`src/rtl/pipe_stall_ctrl_pkg.sv`:
```
// Shared types and constants for the pipeline stall/flush sequencer.
package pipe_stall_ctrl_pkg;

    typedef enum logic [1:0] {
        PSC_RUN = 2'd0,
        PSC_LD  = 2'd1,
        PSC_BUS = 2'd2
    } psc_state_t;

    // Instruction word loaded by flushed pipeline registers (addi x0,x0,0).
    localparam logic [31:0] PSC_NOP = 32'h0000_0013;

    localparam logic [31:0] STALL_CNT_MAX = 32'hFFFF_FFFF;

    // A load in EX whose destination is read by the instruction in ID.
    function automatic logic load_use_hazard(
        input logic [4:0] rs1,
        input logic [4:0] rs2,
        input logic [1:0] rf_re,
        input logic [4:0] wr,
        input logic       rf_we,
        input logic       is_load
    );
        return is_load & rf_we & (wr != 5'd0) &
               ((rf_re[0] & (rs1 == wr)) | (rf_re[1] & (rs2 == wr)));
    endfunction

endpackage

```
`src/rtl/pipe_stall_ctrl_if.sv`:
```
// Hazard inputs, stage controls and bridge handshake of the stall sequencer.
interface pipe_stall_ctrl_if;

    logic [4:0]  id_rs1;
    logic [4:0]  id_rs2;
    logic [1:0]  id_rf_re;
    logic [4:0]  ex_wr;
    logic        ex_rf_we;
    logic        ex_is_load;
    logic        ex_br_taken;
    logic        mem_acc;
    logic        bus_ack;
    logic        bus_req;
    logic        pc_en;
    logic        if_id_en;
    logic        if_id_flush;
    logic        id_ex_en;
    logic        id_ex_flush;
    logic        ex_mem_en;
    logic        mem_wb_flush;
    logic        bus_err;
    logic [31:0] stall_cnt;

    // Pipeline / bridge side.
    modport master (
        output id_rs1, id_rs2, id_rf_re, ex_wr, ex_rf_we, ex_is_load,
               ex_br_taken, mem_acc, bus_ack,
        input  bus_req, pc_en, if_id_en, if_id_flush, id_ex_en, id_ex_flush,
               ex_mem_en, mem_wb_flush, bus_err, stall_cnt
    );

    // Sequencer side.
    modport slave (
        input  id_rs1, id_rs2, id_rf_re, ex_wr, ex_rf_we, ex_is_load,
               ex_br_taken, mem_acc, bus_ack,
        output bus_req, pc_en, if_id_en, if_id_flush, id_ex_en, id_ex_flush,
               ex_mem_en, mem_wb_flush, bus_err, stall_cnt
    );

endinterface

```
`src/rtl/pipe_bus_timer.sv`:
```
// Counts cycles spent waiting on the bridge; expire flags the last allowed cycle.
module pipe_bus_timer #(
    parameter int TO_W    = 8,
    parameter int TIMEOUT = 255
) (
    input  logic clk,
    input  logic rst,
    input  logic clr,
    input  logic inc,
    output logic expire
);

    localparam logic [TO_W-1:0] LAST = TO_W'(TIMEOUT - 1);

    logic [TO_W-1:0] count;

    // Wait counter: cleared on exit from the wait, advanced while waiting.
    always_ff @(posedge clk or posedge rst) begin
        if (rst) begin
            count <= '0;
        end else if (clr) begin
            count <= '0;
        end else if (inc) begin
            count <= count + 1'b1;
        end
    end

    assign expire = (count == LAST);

endmodule

```
`src/rtl/pipe_stall_ctrl.sv`:
```
// Stall/flush sequencer for the 5-stage pipeline: load-use bubbles,
// branch flushes and bridge wait states with timeout.
module pipe_stall_ctrl
    import pipe_stall_ctrl_pkg::*;
#(
    parameter int LU_STALL = 1,
    parameter int TO_W     = 8,
    parameter int TIMEOUT  = 255
) (
    input  logic              cpu_clk,
    input  logic              cpu_rst,
    pipe_stall_ctrl_if.slave  ctl
);

    localparam logic [1:0] LU_LOAD = 2'(LU_STALL - 1);

    psc_state_t  state, state_nxt;
    psc_state_t  resume, resume_nxt;
    logic [1:0]  lu_cnt, lu_cnt_nxt;
    logic [31:0] stall_cnt;
    logic        lu_hz, bus_stall, release_bus;
    logic        timer_clr, timer_inc, timer_expire;
    psc_state_t  eff_state;
    logic        bus_req, pc_en, if_id_en, if_id_flush, id_ex_en;
    logic        id_ex_flush, ex_mem_en, mem_wb_flush, bus_err;

    assign lu_hz = load_use_hazard(ctl.id_rs1, ctl.id_rs2, ctl.id_rf_re,
                                   ctl.ex_wr, ctl.ex_rf_we, ctl.ex_is_load);
    assign bus_stall   = ctl.mem_acc & ~ctl.bus_ack;
    assign release_bus = ctl.bus_ack | timer_expire;

    pipe_bus_timer #(.TO_W(TO_W), .TIMEOUT(TIMEOUT)) u_timer (
        .clk    (cpu_clk),
        .rst    (cpu_rst),
        .clr    (timer_clr),
        .inc    (timer_inc),
        .expire (timer_expire)
    );

    // State, resume point and load-use bubble counter.
    always_ff @(posedge cpu_clk or posedge cpu_rst) begin
        if (cpu_rst) begin
            state  <= PSC_RUN;
            resume <= PSC_RUN;
            lu_cnt <= 2'd0;
        end else begin
            state  <= state_nxt;
            resume <= resume_nxt;
            lu_cnt <= lu_cnt_nxt;
        end
    end

    // Next state and stage controls; a released bus wait behaves like the resume state.
    always_comb begin
        bus_req      = ctl.mem_acc;
        pc_en        = 1'b1;
        if_id_en     = 1'b1;
        if_id_flush  = 1'b0;
        id_ex_en     = 1'b1;
        id_ex_flush  = 1'b0;
        ex_mem_en    = 1'b1;
        mem_wb_flush = 1'b0;
        bus_err      = 1'b0;
        state_nxt    = state;
        resume_nxt   = resume;
        lu_cnt_nxt   = lu_cnt;
        timer_clr    = 1'b0;
        timer_inc    = 1'b0;
        eff_state    = state;

        if (state == PSC_BUS) begin
            if (release_bus) begin
                timer_clr = 1'b1;
                bus_err   = ~ctl.bus_ack;
                eff_state = resume;
                state_nxt = resume;
            end else begin
                timer_inc    = 1'b1;
                pc_en        = 1'b0;
                if_id_en     = 1'b0;
                id_ex_en     = 1'b0;
                ex_mem_en    = 1'b0;
                mem_wb_flush = 1'b1;
            end
        end

        if (state != PSC_BUS || release_bus) begin
            if (bus_stall && state != PSC_BUS) begin
                pc_en        = 1'b0;
                if_id_en     = 1'b0;
                id_ex_en     = 1'b0;
                ex_mem_en    = 1'b0;
                mem_wb_flush = 1'b1;
                state_nxt    = PSC_BUS;
                resume_nxt   = state;
            end else if (ctl.ex_br_taken) begin
                if_id_flush = 1'b1;
                id_ex_flush = 1'b1;
                lu_cnt_nxt  = 2'd0;
                state_nxt   = PSC_RUN;
            end else if (eff_state == PSC_LD) begin
                pc_en       = 1'b0;
                if_id_en    = 1'b0;
                id_ex_flush = 1'b1;
                if (lu_cnt <= 2'd1) begin
                    lu_cnt_nxt = 2'd0;
                    state_nxt  = PSC_RUN;
                end else begin
                    lu_cnt_nxt = lu_cnt - 2'd1;
                    state_nxt  = PSC_LD;
                end
            end else if (lu_hz) begin
                pc_en       = 1'b0;
                if_id_en    = 1'b0;
                id_ex_flush = 1'b1;
                if (LU_LOAD != 2'd0) begin
                    lu_cnt_nxt = LU_LOAD;
                    state_nxt  = PSC_LD;
                end else begin
                    state_nxt  = PSC_RUN;
                end
            end
        end

        if (cpu_rst) begin
            bus_req      = 1'b0;
            pc_en        = 1'b1;
            if_id_en     = 1'b1;
            if_id_flush  = 1'b0;
            id_ex_en     = 1'b1;
            id_ex_flush  = 1'b0;
            ex_mem_en    = 1'b1;
            mem_wb_flush = 1'b0;
            bus_err      = 1'b0;
        end
    end

    // Saturating count of cycles in which the PC is held.
    always_ff @(posedge cpu_clk or posedge cpu_rst) begin
        if (cpu_rst) begin
            stall_cnt <= 32'd0;
        end else if (!pc_en && stall_cnt != STALL_CNT_MAX) begin
            stall_cnt <= stall_cnt + 32'd1;
        end
    end

    assign ctl.bus_req      = bus_req;
    assign ctl.pc_en        = pc_en;
    assign ctl.if_id_en     = if_id_en;
    assign ctl.if_id_flush  = if_id_flush;
    assign ctl.id_ex_en     = id_ex_en;
    assign ctl.id_ex_flush  = id_ex_flush;
    assign ctl.ex_mem_en    = ex_mem_en;
    assign ctl.mem_wb_flush = mem_wb_flush;
    assign ctl.bus_err      = bus_err;
    assign ctl.stall_cnt    = stall_cnt;

endmodule

```
`src/flat_wrapper.sv`:
```
// flat-port wrapper written by rule: the top's interface ports become plain ports
module pipe_stall_ctrl_flat import pipe_stall_ctrl_pkg::*;
#(
    parameter int LU_STALL = 1,
    parameter int TO_W     = 8,
    parameter int TIMEOUT  = 255
)
  (cpu_clk, cpu_rst, ctl_id_rs1, ctl_id_rs2, ctl_id_rf_re, ctl_ex_wr, ctl_ex_rf_we, ctl_ex_is_load, ctl_ex_br_taken, ctl_mem_acc, ctl_bus_ack, ctl_bus_req, ctl_pc_en, ctl_if_id_en, ctl_if_id_flush, ctl_id_ex_en, ctl_id_ex_flush, ctl_ex_mem_en, ctl_mem_wb_flush, ctl_bus_err, ctl_stall_cnt);
  pipe_stall_ctrl_if ctl_i ();
  input  logic cpu_clk;
  input  logic cpu_rst;
  input wire logic [$bits(ctl_i.id_rs1)-1:0] ctl_id_rs1;
  input wire logic [$bits(ctl_i.id_rs2)-1:0] ctl_id_rs2;
  input wire logic [$bits(ctl_i.id_rf_re)-1:0] ctl_id_rf_re;
  input wire logic [$bits(ctl_i.ex_wr)-1:0] ctl_ex_wr;
  input wire logic [$bits(ctl_i.ex_rf_we)-1:0] ctl_ex_rf_we;
  input wire logic [$bits(ctl_i.ex_is_load)-1:0] ctl_ex_is_load;
  input wire logic [$bits(ctl_i.ex_br_taken)-1:0] ctl_ex_br_taken;
  input wire logic [$bits(ctl_i.mem_acc)-1:0] ctl_mem_acc;
  input wire logic [$bits(ctl_i.bus_ack)-1:0] ctl_bus_ack;
  output wire logic [$bits(ctl_i.bus_req)-1:0] ctl_bus_req;
  output wire logic [$bits(ctl_i.pc_en)-1:0] ctl_pc_en;
  output wire logic [$bits(ctl_i.if_id_en)-1:0] ctl_if_id_en;
  output wire logic [$bits(ctl_i.if_id_flush)-1:0] ctl_if_id_flush;
  output wire logic [$bits(ctl_i.id_ex_en)-1:0] ctl_id_ex_en;
  output wire logic [$bits(ctl_i.id_ex_flush)-1:0] ctl_id_ex_flush;
  output wire logic [$bits(ctl_i.ex_mem_en)-1:0] ctl_ex_mem_en;
  output wire logic [$bits(ctl_i.mem_wb_flush)-1:0] ctl_mem_wb_flush;
  output wire logic [$bits(ctl_i.bus_err)-1:0] ctl_bus_err;
  output wire logic [$bits(ctl_i.stall_cnt)-1:0] ctl_stall_cnt;
  assign ctl_i.id_rs1 = ctl_id_rs1;
  assign ctl_i.id_rs2 = ctl_id_rs2;
  assign ctl_i.id_rf_re = ctl_id_rf_re;
  assign ctl_i.ex_wr = ctl_ex_wr;
  assign ctl_i.ex_rf_we = ctl_ex_rf_we;
  assign ctl_i.ex_is_load = ctl_ex_is_load;
  assign ctl_i.ex_br_taken = ctl_ex_br_taken;
  assign ctl_i.mem_acc = ctl_mem_acc;
  assign ctl_i.bus_ack = ctl_bus_ack;
  assign ctl_bus_req = ctl_i.bus_req;
  assign ctl_pc_en = ctl_i.pc_en;
  assign ctl_if_id_en = ctl_i.if_id_en;
  assign ctl_if_id_flush = ctl_i.if_id_flush;
  assign ctl_id_ex_en = ctl_i.id_ex_en;
  assign ctl_id_ex_flush = ctl_i.id_ex_flush;
  assign ctl_ex_mem_en = ctl_i.ex_mem_en;
  assign ctl_mem_wb_flush = ctl_i.mem_wb_flush;
  assign ctl_bus_err = ctl_i.bus_err;
  assign ctl_stall_cnt = ctl_i.stall_cnt;
  pipe_stall_ctrl #(.LU_STALL(LU_STALL), .TO_W(TO_W), .TIMEOUT(TIMEOUT)) u_core (.cpu_clk(cpu_clk), .cpu_rst(cpu_rst), .ctl(ctl_i));
endmodule
```
`config.mk`:
```
export PLATFORM = sky130hd
export DESIGN_NAME = pipe_stall_ctrl_flat
export DESIGN_NICKNAME = d
export VERILOG_FILES = /design/src/rtl/pipe_stall_ctrl_pkg.sv /design/src/rtl/pipe_stall_ctrl_if.sv /design/src/rtl/pipe_bus_timer.sv /design/src/rtl/pipe_stall_ctrl.sv /design/src/flat_wrapper.sv
export SDC_FILE = /design/constraint.sdc
export NUM_CORES = 1
export LEC_CHECK = 0
export ABC_AREA = 1
export BUFFER_PORTS_ARGS = -buffer_cell sky130_fd_sc_hd__buf_2
export CELL_PAD_IN_SITES_DETAIL_PLACEMENT = 1
export CELL_PAD_IN_SITES_GLOBAL_PLACEMENT = 2
export CORE_MARGIN = 2
export CORE_UTILIZATION = 28
export CTS_BUF_LIST = sky130_fd_sc_hd__clkbuf_2
export CTS_CLUSTER_SIZE = 28
export DETAILED_ROUTE_END_ITERATION = 12
export HOLD_SLACK_MARGIN = 0.1
export PLACE_DENSITY = 0.81
export SKIP_CTS_REPAIR_TIMING = 1
export SLEW_MARGIN = 5
export SYNTH_ARGS = -nofsm -noshare
export SYNTH_HDL_FRONTEND = slang
export SYNTH_SLANG_ARGS = --single-unit
export TNS_END_PERCENT = 5
```
`constraint.sdc`:
```
create_clock -name cpu_clk -period 2.5 [get_ports cpu_clk]
set_input_delay 0.375 -clock cpu_clk [delete_from_list [all_inputs] [get_ports cpu_clk]]
set_output_delay 0.375 -clock cpu_clk [all_outputs]
set_load 0.03 [all_outputs]
```
### Word level (Yosys, flattened, before mapping)

Index checks and enable logic that the tools add are counted.

* add/subtract/negate cells: 3
* order comparisons: 1
* equality and inequality tests: 7
* multiplexer cells: 44
* bitwise logic cells: 10
* reductions and logical operators: 9

Operators by type and width (number)
* adder 32 x 1 -> 32 bit, second input constant: 1
* two-way mux 1 bit: 32
* != test 32 bit, second input constant: 1
* two-way mux 2 bit: 10
* two-way mux 8 bit: 2
* == test 5 bit: 2
* adder 8 x 1 -> 8 bit, second input constant: 1
* == test 8 bit, second input constant: 1
* AND 1 bit: 6
* nonzero test 5 bit: 1
* nonzero test 2 bit: 2
* AND reduction 3 bit: 1
* == test 2 x 1 -> 1 bit, second input constant: 1
* == test 2 bit, second input constant: 1
* <= comparator 2 x 1 -> 1 bit, second input constant: 1
* logical AND 1 bit: 2
* != test 2 bit, second input constant: 1
* NOT 1 bit: 2
* OR 1 bit: 2
* AND reduction 2 bit: 1
* subtractor 2 x 1 -> 2 bit, second input constant: 1
* zero test 1 bit: 1
* logical OR 1 bit: 1

* flip-flop bits (word level): 46
* bits of input ports: 24
* output and inout bits: 41
* logic and storage cells: 79

### Longest topological paths before layout

* depth in word-level cells: 12
* depth in mapped cells: 16
* depth with buffers taken out: 15

### Cells and area by module

From an unflattened synthesis, not the netlist that was laid out.

* cell total of the unflattened synthesis: 476
* area, all modules: 3195.6 µm²

Modules (own cells, without submodules)
* pipe_stall_ctrl: times used 1, cells each 416, area an instance 2725.1 µm², sequential area each 950.9 µm²
* pipe_bus_timer: times used 1, cells each 60, area an instance 470.5 µm², sequential area each 200.2 µm²

### Worst setup path before layout

No wires, ideal clock.

* kind: input-to-output
* start: input port cpu_rst
* end: output port ctl_pc_en
* data arrival time: 2.502 ns
* required time: 2.125 ns
* path slack: -0.377 ns
* cell stages on the path: 6
* buffers on the path: 2
* path through: inv_1 nand2_2 nand2_4 buf_4 inv_1 buf_4

* longest elaborated chain between the ends: 1

Ends and longest elaborated chain
* start: declaration: line flat_wrapper.sv:11 `input logic cpu_rst;`
* two-way mux 1 bit
* end: declaration: line flat_wrapper.sv:22 `output wire logic [$bits(ctl_i.pc_en)-1:0] ctl_pc_en;`

No other way between the ends.

### Final worst setup path

* start: register u_core.u_timer.count[0]
* end: output port ctl_pc_en

* longest elaborated chain between the ends: 10
* elaborated cells between the ends (all ways): 14
* classes of those cells: 2 x eq/ne; 10 x mux; 1 x bitwise; 1 x reduce/logical

Ends and longest elaborated chain
* start: declaration: line pipe_bus_timer.sv:15 `logic [TO_W-1:0] count;`
* start signal: assignment: line pipe_bus_timer.sv:24 `count <= count + 1'b1;`
* == test 8 bit (*): line pipe_bus_timer.sv:28 `assign expire = (count == LAST);`
* OR 1 bit (*): line pipe_stall_ctrl.sv:30 `assign release_bus = ctl.bus_ack | timer_expire;`
* two-way mux 2 bit / two-way mux 1 bit (equally long branches): line pipe_stall_ctrl.sv:72 `if (release_bus) begin`
* two-way mux 2 bit / two-way mux 1 bit (equally long branches): line pipe_stall_ctrl.sv:71 `if (state == PSC_BUS) begin`
* == test 2 x 1 -> 1 bit / two-way mux 1 bit (equally long branches): line pipe_stall_ctrl.sv:101, pipe_stall_ctrl.sv:112
* two-way mux 1 bit: line pipe_stall_ctrl.sv:101 `end else if (eff_state == PSC_LD) begin`
* two-way mux 1 bit: line pipe_stall_ctrl.sv:96 `end else if (ctl.ex_br_taken) begin`
* two-way mux 1 bit: line pipe_stall_ctrl.sv:88 `if (bus_stall && state != PSC_BUS) begin`
* two-way mux 1 bit (*): line pipe_stall_ctrl.sv:87 `if (state != PSC_BUS || release_bus) begin`
* two-way mux 1 bit (*): line pipe_stall_ctrl.sv:125 `if (cpu_rst) begin`

Mark *: on every way between the ends. The rest lies on a longest branch, timed or not.

==> results.py <==
metrics = {
    "status": {
        "status": "finished, violations left",
        "violations": "setup timing",
    },
    "placed_design": {
        "dp_hpwl_um": 7281,
        "port_buffers": 64,
        "dp_slack_ns": 0.2381,
        "place.gp.congestion": 0.8681,
    },
    "yosys": {
        "ys_types": 23,
        "synthCells": 455,
        "synth.yosys.seq_area_share_pct": 37.47,
        "synth_area_mm2": 0.003072,
        "yosysWarnings": 0,
        "synth_seq_cells": 46,
        "synth_nets": 482,
        "syn_avg_cell_area_um2": 6.751,
    },
    "timing": {
        "tns_ns": -0.1097,
        "rsz0062_at_grt": "yes",
        "fmax_mhz": 392.6,
        "fin_crit_ns": 2.547,
        "fin_crit_sh_pct": 101.9,
        "hold_viol": 0,
        "slew_headroom_pct": 63.25,
        "finalSetupViolCount": 3,
        "slew_viol_final": 0,
        "fin_ws_ns": -0.04699,
        "timing.hold.ws_ns": 0.1442,
        "fin_worst_skew_ns": 0.02433,
        "worstMarginPinSlew_ns": 0.5512,
    },
    "min_path": {
        "hp-class": "input pin to register",
    },
    "power": {
        "vdd_drop_max_mv": 0.1727,
        "finalPower_uw": 1834,
        "power_density_mw_per_mm2": 489.3,
        "leakage_uw": 0.001982,
    },
    "grt": {
        "overflow": 0,
        "antenna_found_initial": 0,
        "grtUsageTotal_pct": 16.11,
        "grt_pass1_wl_um": 15260,
        "grt_pass1_vias": 3096,
        "grt_max_degree": 43,
    },
    "worst_setup_path": {
        "crit_type": "register to output pin",
        "cp_data_arrival_time_ns": 2.17,
        "end_kind": "output pin",
        "cp_max_fo": 7,
        "cp_data_required_time_ns": 2.12,
        "worstSetupStartpointType": "register",
    },
    "floorplanning": {
        "dieHeight_um": 108.7,
        "boundaryPins": 65,
        "core_mm2": 0.01079,
        "die_w_um": 108.7,
        "row_count": 38,
        "die_area_mm2": 0.01182,
        "initial_core_util_pct": 28.46,
    },
    "clock_network": {
        "root_buffer": "clkbuf_2",
        "cts_tree": "built",
        "clk_pin_slew_ns": 0.27,
        "clock_sink_count": 46,
        "cts.path.max_buffers": 2,
        "htreeDepth": 2,
        "clkLatencyLatePin_ns": 0.44,
        "cts_buffers": 5,
    },
    "run": {
        "drv_cap": 0,
    },
    "routing": {
        "dr.pass1.iters": 4,
        "avgRoutedWirePerCell_um": 13.67,
        "first_iter_violations": 80,
        "wl_um": 9175,
        "viasPerCell": 4.592,
        "vias": 3081,
        "ant_nets": 0,
        "drcViolationCount": 0,
    },
    "finish": {
        "nets": 557,
        "fill_cells": 1403,
        "drive_gt1_share_pct": 20.34,
        "antenna_cells": 0,
        "areaGrowthSynthToFinish_pct": 22.04,
        "finish.utilization_pct": 34.73,
    },
}
## worst paths after layout
check,start,to,slack [ns],cells past startpoint
worst max register to register,u_core.u_timer.count[0],u_core.ctl.stall_cnt[7],0.17,18
max in group asynchronous,cpu_rst,u_core.ctl.stall_cnt[8],1.34,4
worst min register to register,u_core.resume[1],u_core.resume[1],0.53,2
worst max-delay path,u_core.u_timer.count[0],ctl_pc_en,-0.05,14
worst min-delay path,ctl_ex_br_taken,u_core.state[1],0.14,2
min in group asynchronous,cpu_rst,u_core.state[1],0.38,3
## synthesized netlist by cell type, drive strengths merged
cell | count | share of area [%]
nor4 | 3 | 1.1
o22ai | 3 | 0.61
nand3 | 44 | 7.3
nor3 | 20 | 3.3
xor2 | 23 | 6.6
o21ai | 6 | 0.98
buf | 11 | 2.3
dfrtp | 46 | 37
inv | 51 | 6.2
xnor2 | 9 | 2.6
a21oi | 5 | 0.81
nand4 | 7 | 1.4
nor2 | 51 | 6.5
ha | 3 | 1.2
nand2 | 172 | 21
o211ai | 1 | 0.24
## critical path: stages, from the launching register on
cell	delay (ns)
dfrtp_1	0.48
inv_2	0.07
ha_1	0.13
nand2_1	0.05
nor2_1	0.10
nand2_1	0.09
nand2_2	0.11
nand3_2	0.07
nand2_2	0.09
nand2_2	0.06
nand2_2	0.09
nand2_2	0.07
nand2_4	0.12
inv_4	0.05
buf_6	0.13
## registers in the layout, indices dropped and copies added (netlist names)
register              flops
u_core.resume             2
u_core.state              2
u_core.u_timer.count      8
u_core.lu_cnt             2
u_core.ctl.stall_cnt     32
## report_power, final
| group | total [uW] | internal (uW) | switching (uW) |
|---|---|---|---|
| sequential | 889 | 809 | 80.5 |
| clock | 345 | 74.7 | 270 |
| combinational | 600 | 205 | 395 |
## cells in the final DEF (no fill, tap or decap), types with 6 or more instances in the layout
master,n
nand2_1,160
buf_2,57
nor2_1,50
inv_1,46
dfrtp_1,46
nand3_1,41
xor2_1,23
nor3_1,20
buf_4,14
nand2_2,9
xnor2_1,9
nand4_1,7
o21ai_0,6
## logic make-up (layout without fill, tap and decap cells)
kind of cell,Yosys count,count (layout),share of synthesized area (%)
compound gates,15,15,2.648
xor+xnor,32,32,9.124
fa+ha+maj,3,3,1.222
buf+inv,62,138,8.513
flops,46,46,37.47
simple gates,297,297,41.02
## area by class of cell
| class | instances | area (um^2) | area share [%] |
|---|---|---|---|
| clock inverters | 3 | 25.02 | 0.6676 |
| repair buffers | 79 | 473.0 | 12.62 |
| well taps | 140 | 175.2 | 4.673 |
| flip-flops and latches | 46 | 1151 | 30.71 |
| multi-input cells | 347 | 1702 | 45.39 |
| clock buffers | 5 | 25.02 | 0.6676 |
| inverters | 51 | 197.7 | 5.274 |
## through the flow
step | area [um^2] | cells
after detailed placement | 3563 | 654
after global placement | 3563 | 654
after global routing | 3749 | 671
after CTS | 3613 | 662
final | 3749 | 671
after floorplan | 3080 | 455
## per-layer routing
metal	GRT usage (%)	share of wire, %
met3	1.973	2.2
met5	0	0
met2	26.74	48
met4	2.747	1.1
met1	22.80	49
(Power assumes the default switching activity.)
